`src/rtl/onebit_pkg.sv`:
```
// onebit_pkg -- shared constants and types for the one-bit processor program loader.
//
// Contents:
//   INSTR_W    processor instruction width in bits
//   MAX_INSTR  maximum program length in instructions
//   OUT_REGS   number of processor output registers
//   IN_REGS    number of processor input registers (width of the inReg drive)
//   loader_state_t  loader FSM state encoding
package onebit_pkg;

    localparam int INSTR_W   = 13;
    localparam int MAX_INSTR = 16;
    localparam int OUT_REGS  = 7;
    localparam int IN_REGS   = 2;

    typedef enum logic [2:0] {
        IDLE  = 3'd0,
        PRST  = 3'd1,
        WAITW = 3'd2,
        SHIFT = 3'd3,
        RUN   = 3'd4
    } loader_state_t;

endpackage

```
`src/rtl/instr_serializer.sv`:
```
// instr_serializer -- parallel-in / serial-out instruction register with bit counter.
//
// Ports:
//   clk      rising-edge clock
//   reset    synchronous active-low reset (clears register and counter)
//   load     capture data into the shift register, restart the bit counter
//   shift    advance one bit (MSB leaves first)
//   data     parallel instruction word
//   bit_out  current serial bit (register MSB)
//   last     high while the final bit of the word is being presented
module instr_serializer
    import onebit_pkg::*;
#(
    parameter int WIDTH = INSTR_W
) (
    input  logic             clk,
    input  logic             reset,
    input  logic             load,
    input  logic             shift,
    input  logic [WIDTH-1:0] data,
    output logic             bit_out,
    output logic             last
);

    localparam int BC_W = $clog2(WIDTH);

    logic [WIDTH-1:0] sr_reg;
    logic [WIDTH-1:0] sr_next;
    logic [BC_W-1:0]  bc_reg;

    // Next value of the shift register: each position takes its lower
    // neighbour, the vacated LSB fills with zero.
    generate
        for (genvar gi = 1; gi < WIDTH; gi++) begin : g_shift
            assign sr_next[gi] = sr_reg[gi-1];
        end
    endgenerate
    assign sr_next[0] = 1'b0;

    always_ff @(posedge clk) begin
        if (!reset) begin
            sr_reg <= '0;
            bc_reg <= '0;
        end else if (load) begin
            sr_reg <= data;
            bc_reg <= '0;
        end else if (shift) begin
            sr_reg <= sr_next;
            bc_reg <= bc_reg + BC_W'(1);
        end
    end

    assign bit_out = sr_reg[WIDTH-1];
    assign last    = (bc_reg == BC_W'(WIDTH - 1));

endmodule

```
`src/rtl/program_loader.sv`:
```
// program_loader -- loads a program into a one-bit serial processor.
//
// A start request (accepted in IDLE or RUN) captures the program length,
// pulses the processor reset for one cycle, then for each instruction waits
// for a parallel word (valid/ready handshake) and shifts it MSB-first into
// the processor over INSTR_W cycles with proc_en high. When all words are in,
// done pulses for one cycle and the block enters RUN, where the user inputs
// drive the processor inReg directly.
//
// Ports:
//   clk, reset          clock; synchronous active-low reset
//   start, prog_len     load request and requested length (clamped to MAX_INSTR)
//   word_data/valid     parallel instruction word source
//   word_ready          high only while waiting for a word
//   usr_in              run-time processor inputs
//   proc_reset          active-high processor reset (PRST, and while reset is low)
//   proc_en, proc_in    processor load enable and inReg drive
//   busy, done          loading in progress / one-cycle completion pulse
//   loaded_count        words loaded since the last accepted start
//   prog_checksum       XOR of accepted words (only with PROG_LOADER_CHECKSUM_EN)
//
// Optional feature macro: PROG_LOADER_CHECKSUM_EN
module program_loader #(
    parameter int INSTR_W   = onebit_pkg::INSTR_W,
    parameter int MAX_INSTR = onebit_pkg::MAX_INSTR,
    parameter int CNT_W     = 5
) (
    input  logic               clk,
    input  logic               reset,
    input  logic               start,
    input  logic [CNT_W-1:0]   prog_len,
    input  logic [INSTR_W-1:0] word_data,
    input  logic               word_valid,
    output logic               word_ready,
    input  logic [1:0]         usr_in,
    output logic               proc_reset,
    output logic               proc_en,
    output logic [1:0]         proc_in,
    output logic               busy,
    output logic               done,
    output logic [CNT_W-1:0]   loaded_count
`ifdef PROG_LOADER_CHECKSUM_EN
    ,
    output logic [INSTR_W-1:0] prog_checksum
`endif
);

    import onebit_pkg::*;

    localparam logic [CNT_W-1:0] MAX_LEN = CNT_W'(MAX_INSTR);

    loader_state_t    state_reg, state_next;
    logic [CNT_W-1:0] len_reg, len_next;
    logic [CNT_W-1:0] count_reg, count_next;
    logic             done_reg, done_next;
    logic             ser_load, ser_shift;
    logic             ser_bit, ser_last;

    instr_serializer #(
        .WIDTH (INSTR_W)
    ) u_serializer (
        .clk     (clk),
        .reset   (reset),
        .load    (ser_load),
        .shift   (ser_shift),
        .data    (word_data),
        .bit_out (ser_bit),
        .last    (ser_last)
    );

    always_comb begin
        state_next = state_reg;
        len_next   = len_reg;
        count_next = count_reg;
        done_next  = 1'b0;
        ser_load   = 1'b0;
        ser_shift  = 1'b0;
        case (state_reg)
            IDLE, RUN: begin
                if (start) begin
                    len_next   = (prog_len > MAX_LEN) ? MAX_LEN : prog_len;
                    count_next = '0;
                    state_next = PRST;
                end
            end
            PRST: begin
                if (len_reg == '0) begin
                    state_next = RUN;
                    done_next  = 1'b1;
                end else begin
                    state_next = WAITW;
                end
            end
            WAITW: begin
                if (word_valid) begin
                    ser_load   = 1'b1;
                    state_next = SHIFT;
                end
            end
            SHIFT: begin
                ser_shift = 1'b1;
                if (ser_last) begin
                    count_next = count_reg + CNT_W'(1);
                    if (count_next == len_reg) begin
                        state_next = RUN;
                        done_next  = 1'b1;
                    end else begin
                        state_next = WAITW;
                    end
                end
            end
            default: state_next = IDLE;
        endcase
    end

    always_ff @(posedge clk) begin
        if (!reset) begin
            state_reg <= IDLE;
            len_reg   <= '0;
            count_reg <= '0;
            done_reg  <= 1'b0;
        end else begin
            state_reg <= state_next;
            len_reg   <= len_next;
            count_reg <= count_next;
            done_reg  <= done_next;
        end
    end

    // Outputs are additionally qualified by reset so that the processor sees
    // a held reset and a quiet interface for the whole time reset is low,
    // not just from the edge after it is sampled.
    always_comb begin
        word_ready   = reset && (state_reg == WAITW);
        proc_reset   = !reset || (state_reg == PRST);
        proc_en      = reset && (state_reg == SHIFT);
        busy         = reset && ((state_reg == PRST) || (state_reg == WAITW) ||
                                 (state_reg == SHIFT));
        done         = reset && done_reg;
        loaded_count = reset ? count_reg : '0;
        proc_in      = 2'b00;
        if (reset) begin
            if (state_reg == RUN) begin
                proc_in = usr_in;
            end else if (state_reg == SHIFT) begin
                proc_in = {1'b0, ser_bit};
            end
        end
    end

`ifdef PROG_LOADER_CHECKSUM_EN
    logic [INSTR_W-1:0] checksum_reg;

    always_ff @(posedge clk) begin
        if (!reset || (state_reg == PRST)) begin
            checksum_reg <= '0;
        end else if (ser_load) begin
            checksum_reg <= checksum_reg ^ word_data;
        end
    end

    assign prog_checksum = reset ? checksum_reg : '0;
`endif

endmodule
```
`config.mk`:
```
export PLATFORM = sky130hd
export DESIGN_NAME = program_loader
export DESIGN_NICKNAME = d
export VERILOG_FILES = /design/src/rtl/onebit_pkg.sv /design/src/rtl/instr_serializer.sv /design/src/rtl/program_loader.sv
export SDC_FILE = /design/constraint.sdc
export NUM_CORES = 1
export LEC_CHECK = 0
export BUFFER_PORTS_ARGS = -buffer_cell sky130_fd_sc_hd__buf_2
export CAP_MARGIN = 30
export CORE_MARGIN = 10
export CORE_UTILIZATION = 40
export DETAILED_ROUTE_END_ITERATION = 7
export HOLD_SLACK_MARGIN = 0.12
export SLEW_MARGIN = 0
export SYNTH_ARGS = -nofsm -noshare
export SYNTH_HDL_FRONTEND = slang
export SYNTH_SLANG_ARGS = --single-unit
export TNS_END_PERCENT = 30
```
`constraint.sdc`:
```
create_clock -name clk -period 4.53 [get_ports clk]
set_input_delay 0.2265 -clock clk [delete_from_list [all_inputs] [get_ports clk]]
set_output_delay 0.2265 -clock clk [all_outputs]
set_load 0.03 [all_outputs]
```
# --- Word-level counts from Yosys, hierarchy flattened ---
# Cells that the tools add are included.
totals:
  inputBits: 24
  reg_bits: 31
  wordCells: 59
  output_inout_bits: 12
classes:
  muxes: 23
  add_sub_neg: 2
  n_reduce_logical: 17
  n_bitwise: 1
  order_cmp: 1
  n_eq_ne: 9
op_table:
  columns: ["op", "count"]
  rows:
  - ["two-way mux 13 bit", 2]
  - ["two-way mux 5 bit", 4]
  - ["two-way mux 3 bit", 5]
  - ["one-hot mux 3 bit (4 select lines)", 1]
  - ["one-hot mux 5 bit (2 select lines)", 1]
  - ["two-way mux 1 bit", 7]
  - ["== test 3 x 2 -> 1 bit, second input constant", 2]
  - ["inequality test 2 bit, second input constant", 3]
  - ["AND reduction 3 bit", 2]
  - ["adder 5 x 1 -> 5 bit, second input constant", 1]
  - ["== test 5 bit", 1]
  - ["greater-than comparator 5 bit, second input constant", 1]
  - ["logical NOT 5 bit", 1]
  - ["adder 4 x 1 -> 4 bit, second input constant", 1]
  - ["== test 4 bit, second input constant", 1]
  - ["logical AND 1 bit", 4]
  - ["two-way mux 2 bit", 2]
  - ["nonzero test 2 bit", 2]
  - ["OR reduction 2 bit", 2]
  - ["== test 3 x 1 -> 1 bit, second input constant", 1]
  - ["== test 3 bit, second input constant", 1]
  - ["logical NOT 3 bit", 1]
  - ["logical OR 1 bit", 3]
  - ["one-hot mux 1 bit (2 select lines)", 1]
  - ["other kinds (3)", 3]

# --- Logic depth before layout (Yosys ltp) ---
depth:
  ltp_word: 5
  depth_mapped: 7
  mapped_depth_nobuf: 6

# --- By module ---
# Synthesis repeated with hierarchy kept, for this count alone.
hier_totals:
  cells_unflattened: 193
  hier_area_um2: 1754.2
modules_own_cells:
  columns: ["mod", "cells_per_inst", "n_inst", "area_each_um2"]
  rows:
  - ["program_loader", 114, 1, 894.6]
  - ["instr_serializer", 79, 1, 859.6]

# --- Worst setup path before layout ---
# OpenSTA, ideal clock, no wires.
synth_path:
  path_type: "reg2out"
  startpoint: "register state_reg[0]"
  endpoint: "output word_ready"
  n_path_buf: 1
  stages_incl_launch_ff: 3
  arrival_ns: 1.495
  required_ns: 4.303
  setup_slack_ns: 2.809
  cell_sequence: "dfxtp_1 -> buf_4 -> nor4b_1"
synth_via:
  elab_chain_len: 2
synth_rtl:
  columns: ["item", "line", "source"]
  rows:
  - ["from (decl)", "program_loader.sv:52", "loader_state_t state_reg, state_next;"]
  - ["from (signal assigned)", "program_loader.sv:123", "state_reg <= state_next;"]
  - ["== test 3 x 2 -> 1 bit", "program_loader.sv:134", "word_ready = reset && (state_reg == WAITW);"]
  - ["logical AND 1 bit", "program_loader.sv:134", null]
  - ["to (decl)", "program_loader.sv:34", "output logic word_ready,"]
# Every way passes these cells.

# --- Worst setup path in the final report ---
layout_path:
  startpoint: "register state_reg[0]"
  endpoint: "output proc_en"
layout_via:
  elab_chain_len: 2
layout_rtl:
  columns: ["item", "line", "source"]
  rows:
  - ["== test 3 x 2 -> 1 bit", "program_loader.sv:136", "proc_en = reset && (state_reg == SHIFT);"]
  - ["logical AND 1 bit", "program_loader.sv:136", null]
  - ["to (decl)", "program_loader.sv:37", "output logic proc_en,"]
# Every way passes these cells.

==> metrics.csv <==
stage,metric,value,unit
sta,fin_crit_sh,49.0,%
power_and_ir_drop,combPwrFrac,15.7,%
place,dp_hpwl,2630,µm
logic_synthesis,synthArstFlopShare,0,%
sta,skew,0.00754,ns
power_and_ir_drop,p_leak,0.734,nW
cells_and_area,nFillCells,387,
run_status,status,completed,
cells_and_area,largest_register_ffs,13,
floorplan,initial_utilization,42.3,%
sta,final_hold_viol_count,0,
cts,clock-sinks,31,
sta,worst_slew_pin_slew,0.816,ns
detailed_routing,routedWlPerCell,13.4,µm
detailed_routing,antenna_left,0,
logic_synthesis,avgSynthCellArea,8.16,µm²
sta,setup_viol,0,
cells_and_area,drive_above_1_share,22.8,%
sta,period_needed,2.22,ns
detailed_routing,drc_errors,0,
sta,tns,0,ns
global_route,grt_use_total,10.5,%
power_and_ir_drop,power.share.clock,43.2,%
place,numPortBuffers,35,
power_and_ir_drop,seqPwrFrac,41.2,%
cts,ctsLongestPathBuffers,2,
global_route,first_global_vias,1345,
power_and_ir_drop,p_int,0.551,mW
floorplan,pin_count,36,
power_and_ir_drop,p_sw_share,25.9,%
cells_and_area,instances_no_fill,272,
detailed_routing,first_iter_violations,85,
cells_and_area,layout-area-overhead-vs-synth,19.1,%
power_and_ir_drop,power_density,394,mW/mm²
cts,cts_setup_buffers,0,
setup_path,cp.required,4.30,ns
logic_synthesis,ys_top_cells_by_count,"31 x dfxtp_1, 29 x a21oi_1, 22 x nor2_1, 21 x nand2_1, 13 x a22oi_1",
floorplan,die_h,82.9,µm
cts,htreeDepth,2,
sta,max_freq,0.451,GHz
logic_synthesis,synth_fp_nets,221,
sta,maxSlewViolCount,0,
logic_synthesis,yosys-top-cells-area,"dfxtp_1 39%, a21oi_1 9.2%, a22oi_1 6.2%, nor2_1 5.2%, nand2_1 5.0%",
cts,cts_resized,0,
place,gp_congestion,0.808,
floorplan,rows,22,
sta,layout_setup_ws,2.31,ns
logic_synthesis,netlist_area,0.00158,mm²
place,numPlacedInstances,264,
cts,path_clk_slew,0.06,ns
place,pre_cts_ws,2.40,ns
sta,rsz0062_at_grt,false,
cts,clkLatencyLatePin,0.28,ns
setup_path,crit_type,flop to output port,
cells_and_area,num-nets-final,250,
cts,cts_buffers,5,
power_and_ir_drop,p_switching,0.193,mW
power_and_ir_drop,power.total,0.744,mW
min_path,hold_path.class,input pin to flop,
global_route,grt_max_degree,29,
setup_path,critical_path_peak_fanout,23,
logic_synthesis,synthFlopType,dfxtp_1,
cts,cts_tree,built,
global_route,grt_pass1_wl,6270,µm
cts,root_buffer,clkbuf_8,
logic_synthesis,seq_area_frac_synth,39.2,%
floorplan,die-width,82.9,µm
detailed_routing,first_pass_iters,4,
logic_synthesis,yosysUniqueCellTypes,40,
floorplan,die_area,0.00687,mm²
detailed_routing,wl,3640,µm
setup_path,cp_data_arrival_time,1.99,ns
detailed_routing,num_vias,1403,
floorplan,core,0.00374,mm²
logic_synthesis,syn_inst,194,
logic_synthesis,synth.ff_latch_count,31,
sta,relSlewSlack,45.6,%
setup_path,end_kind,output port,
cells_and_area,antennaDiodeCount,0,
logic_synthesis,ys_warn_count,0,
power_and_ir_drop,ir_worst_vdd,186,µV
flow_run,cap_violations,0,
cts,hold_buffers,0,
global_route,globalRouteOverflowTotal,0,
setup_path,worstSetupStartpointType,flop,
logic_synthesis,synth_edf_count,0,
logic_synthesis,synth_top_area_share,39.2,%
logic_synthesis,synth_most_common_cell,dfxtp_1,
global_route,antenna_found_initial,0,
logic_synthesis,synth_area_leader_cell,dfxtp_1,
detailed_routing,vias_per_cell,5.16,
per-layer routing:
metal	vias to the layer above	global-route usage, %	share of wire, %
li1	735	-	-
met1	636	12.9	47
met2	25	15.9	46
met3	7	3.81	5.3
met4	0	4.62	1.7
met5	-	0	0
worst paths after layout:
check | start | to | slack [ns] | depth (start not counted)
worst min-delay path | word_data[0] | u_serializer.sr_reg[0] | 0.17 | 3
worst max-delay path | state_reg[0] | proc_en | 2.31 | 3
worst min register to register | u_serializer.sr_reg[11] | u_serializer.sr_reg[11] | 0.46 | 2
worst max register to register | state_reg[0] | count_reg[2] | 2.42 | 5
cell families after synthesis:
group	synth area share, %
xor+xnor	4.98
buf+inv	5.93
fa+ha+maj	2.37
simple gates	26.3
compound gates	21.2
flops	39.2
power groups by stage:
stage	sequential, mW	clock (mW)	combinational [mW]
2_1_floorplan	0.300	0	0.100
3_3_place_gp	0.312	0	0.118
3_5_place_dp	0.312	0	0.117
4_1_cts	0.306	0.329	0.118
5_1_grt	0.309	0.338	0.130
6_report	0.306	0.321	0.117
critical path: stages (launching register included):
cell	delay, ns
dfxtp_1	0.50
and3b_1	0.76
and2_1	0.25
buf_2	0.21
final cells by class:
class / instances / area (µm²) / area share [%]
Clock inverter: 2 / 60.1 / 3.19
Timing Repair Buffer: 36 / 183 / 9.69
Inverter: 4 / 15.0 / 0.796
Clock buffer: 6 / 72.6 / 3.85
Tap cell: 48 / 60.1 / 3.19
Multi-Input combinational cell: 145 / 875 / 46.4
Sequential cell: 31 / 621 / 32.9
cells in the final DEF, fill, tap and decap left out, drive strengths merged, types with 3 or more instances in the layout:
cell type / n
clkbuf: 6
inv: 4
dfxtp: 31
buf: 36
and2: 8
ha: 3
o21ai: 5
a22oi: 13
nor3b: 5
a21oi: 30
nand3: 7
xor2: 4
nor2: 23
xnor2: 5
nand2: 21
metrics by stage:
stage | instance area [µm²] | hold slack, ns | utilization (%)
finish | 1890 | 0.173 | 50.4
global route | 1890 | 0.216 | 50.4
CTS | 1890 | 0.167 | 50.4
detailed placement | 1750 | 0.451 | 46.8
global placement | 1750 | 0.450 | 46.8
floorplan | 1580 | 0.367 | -
No activity file was read; power rests on OpenSTA's default activity.
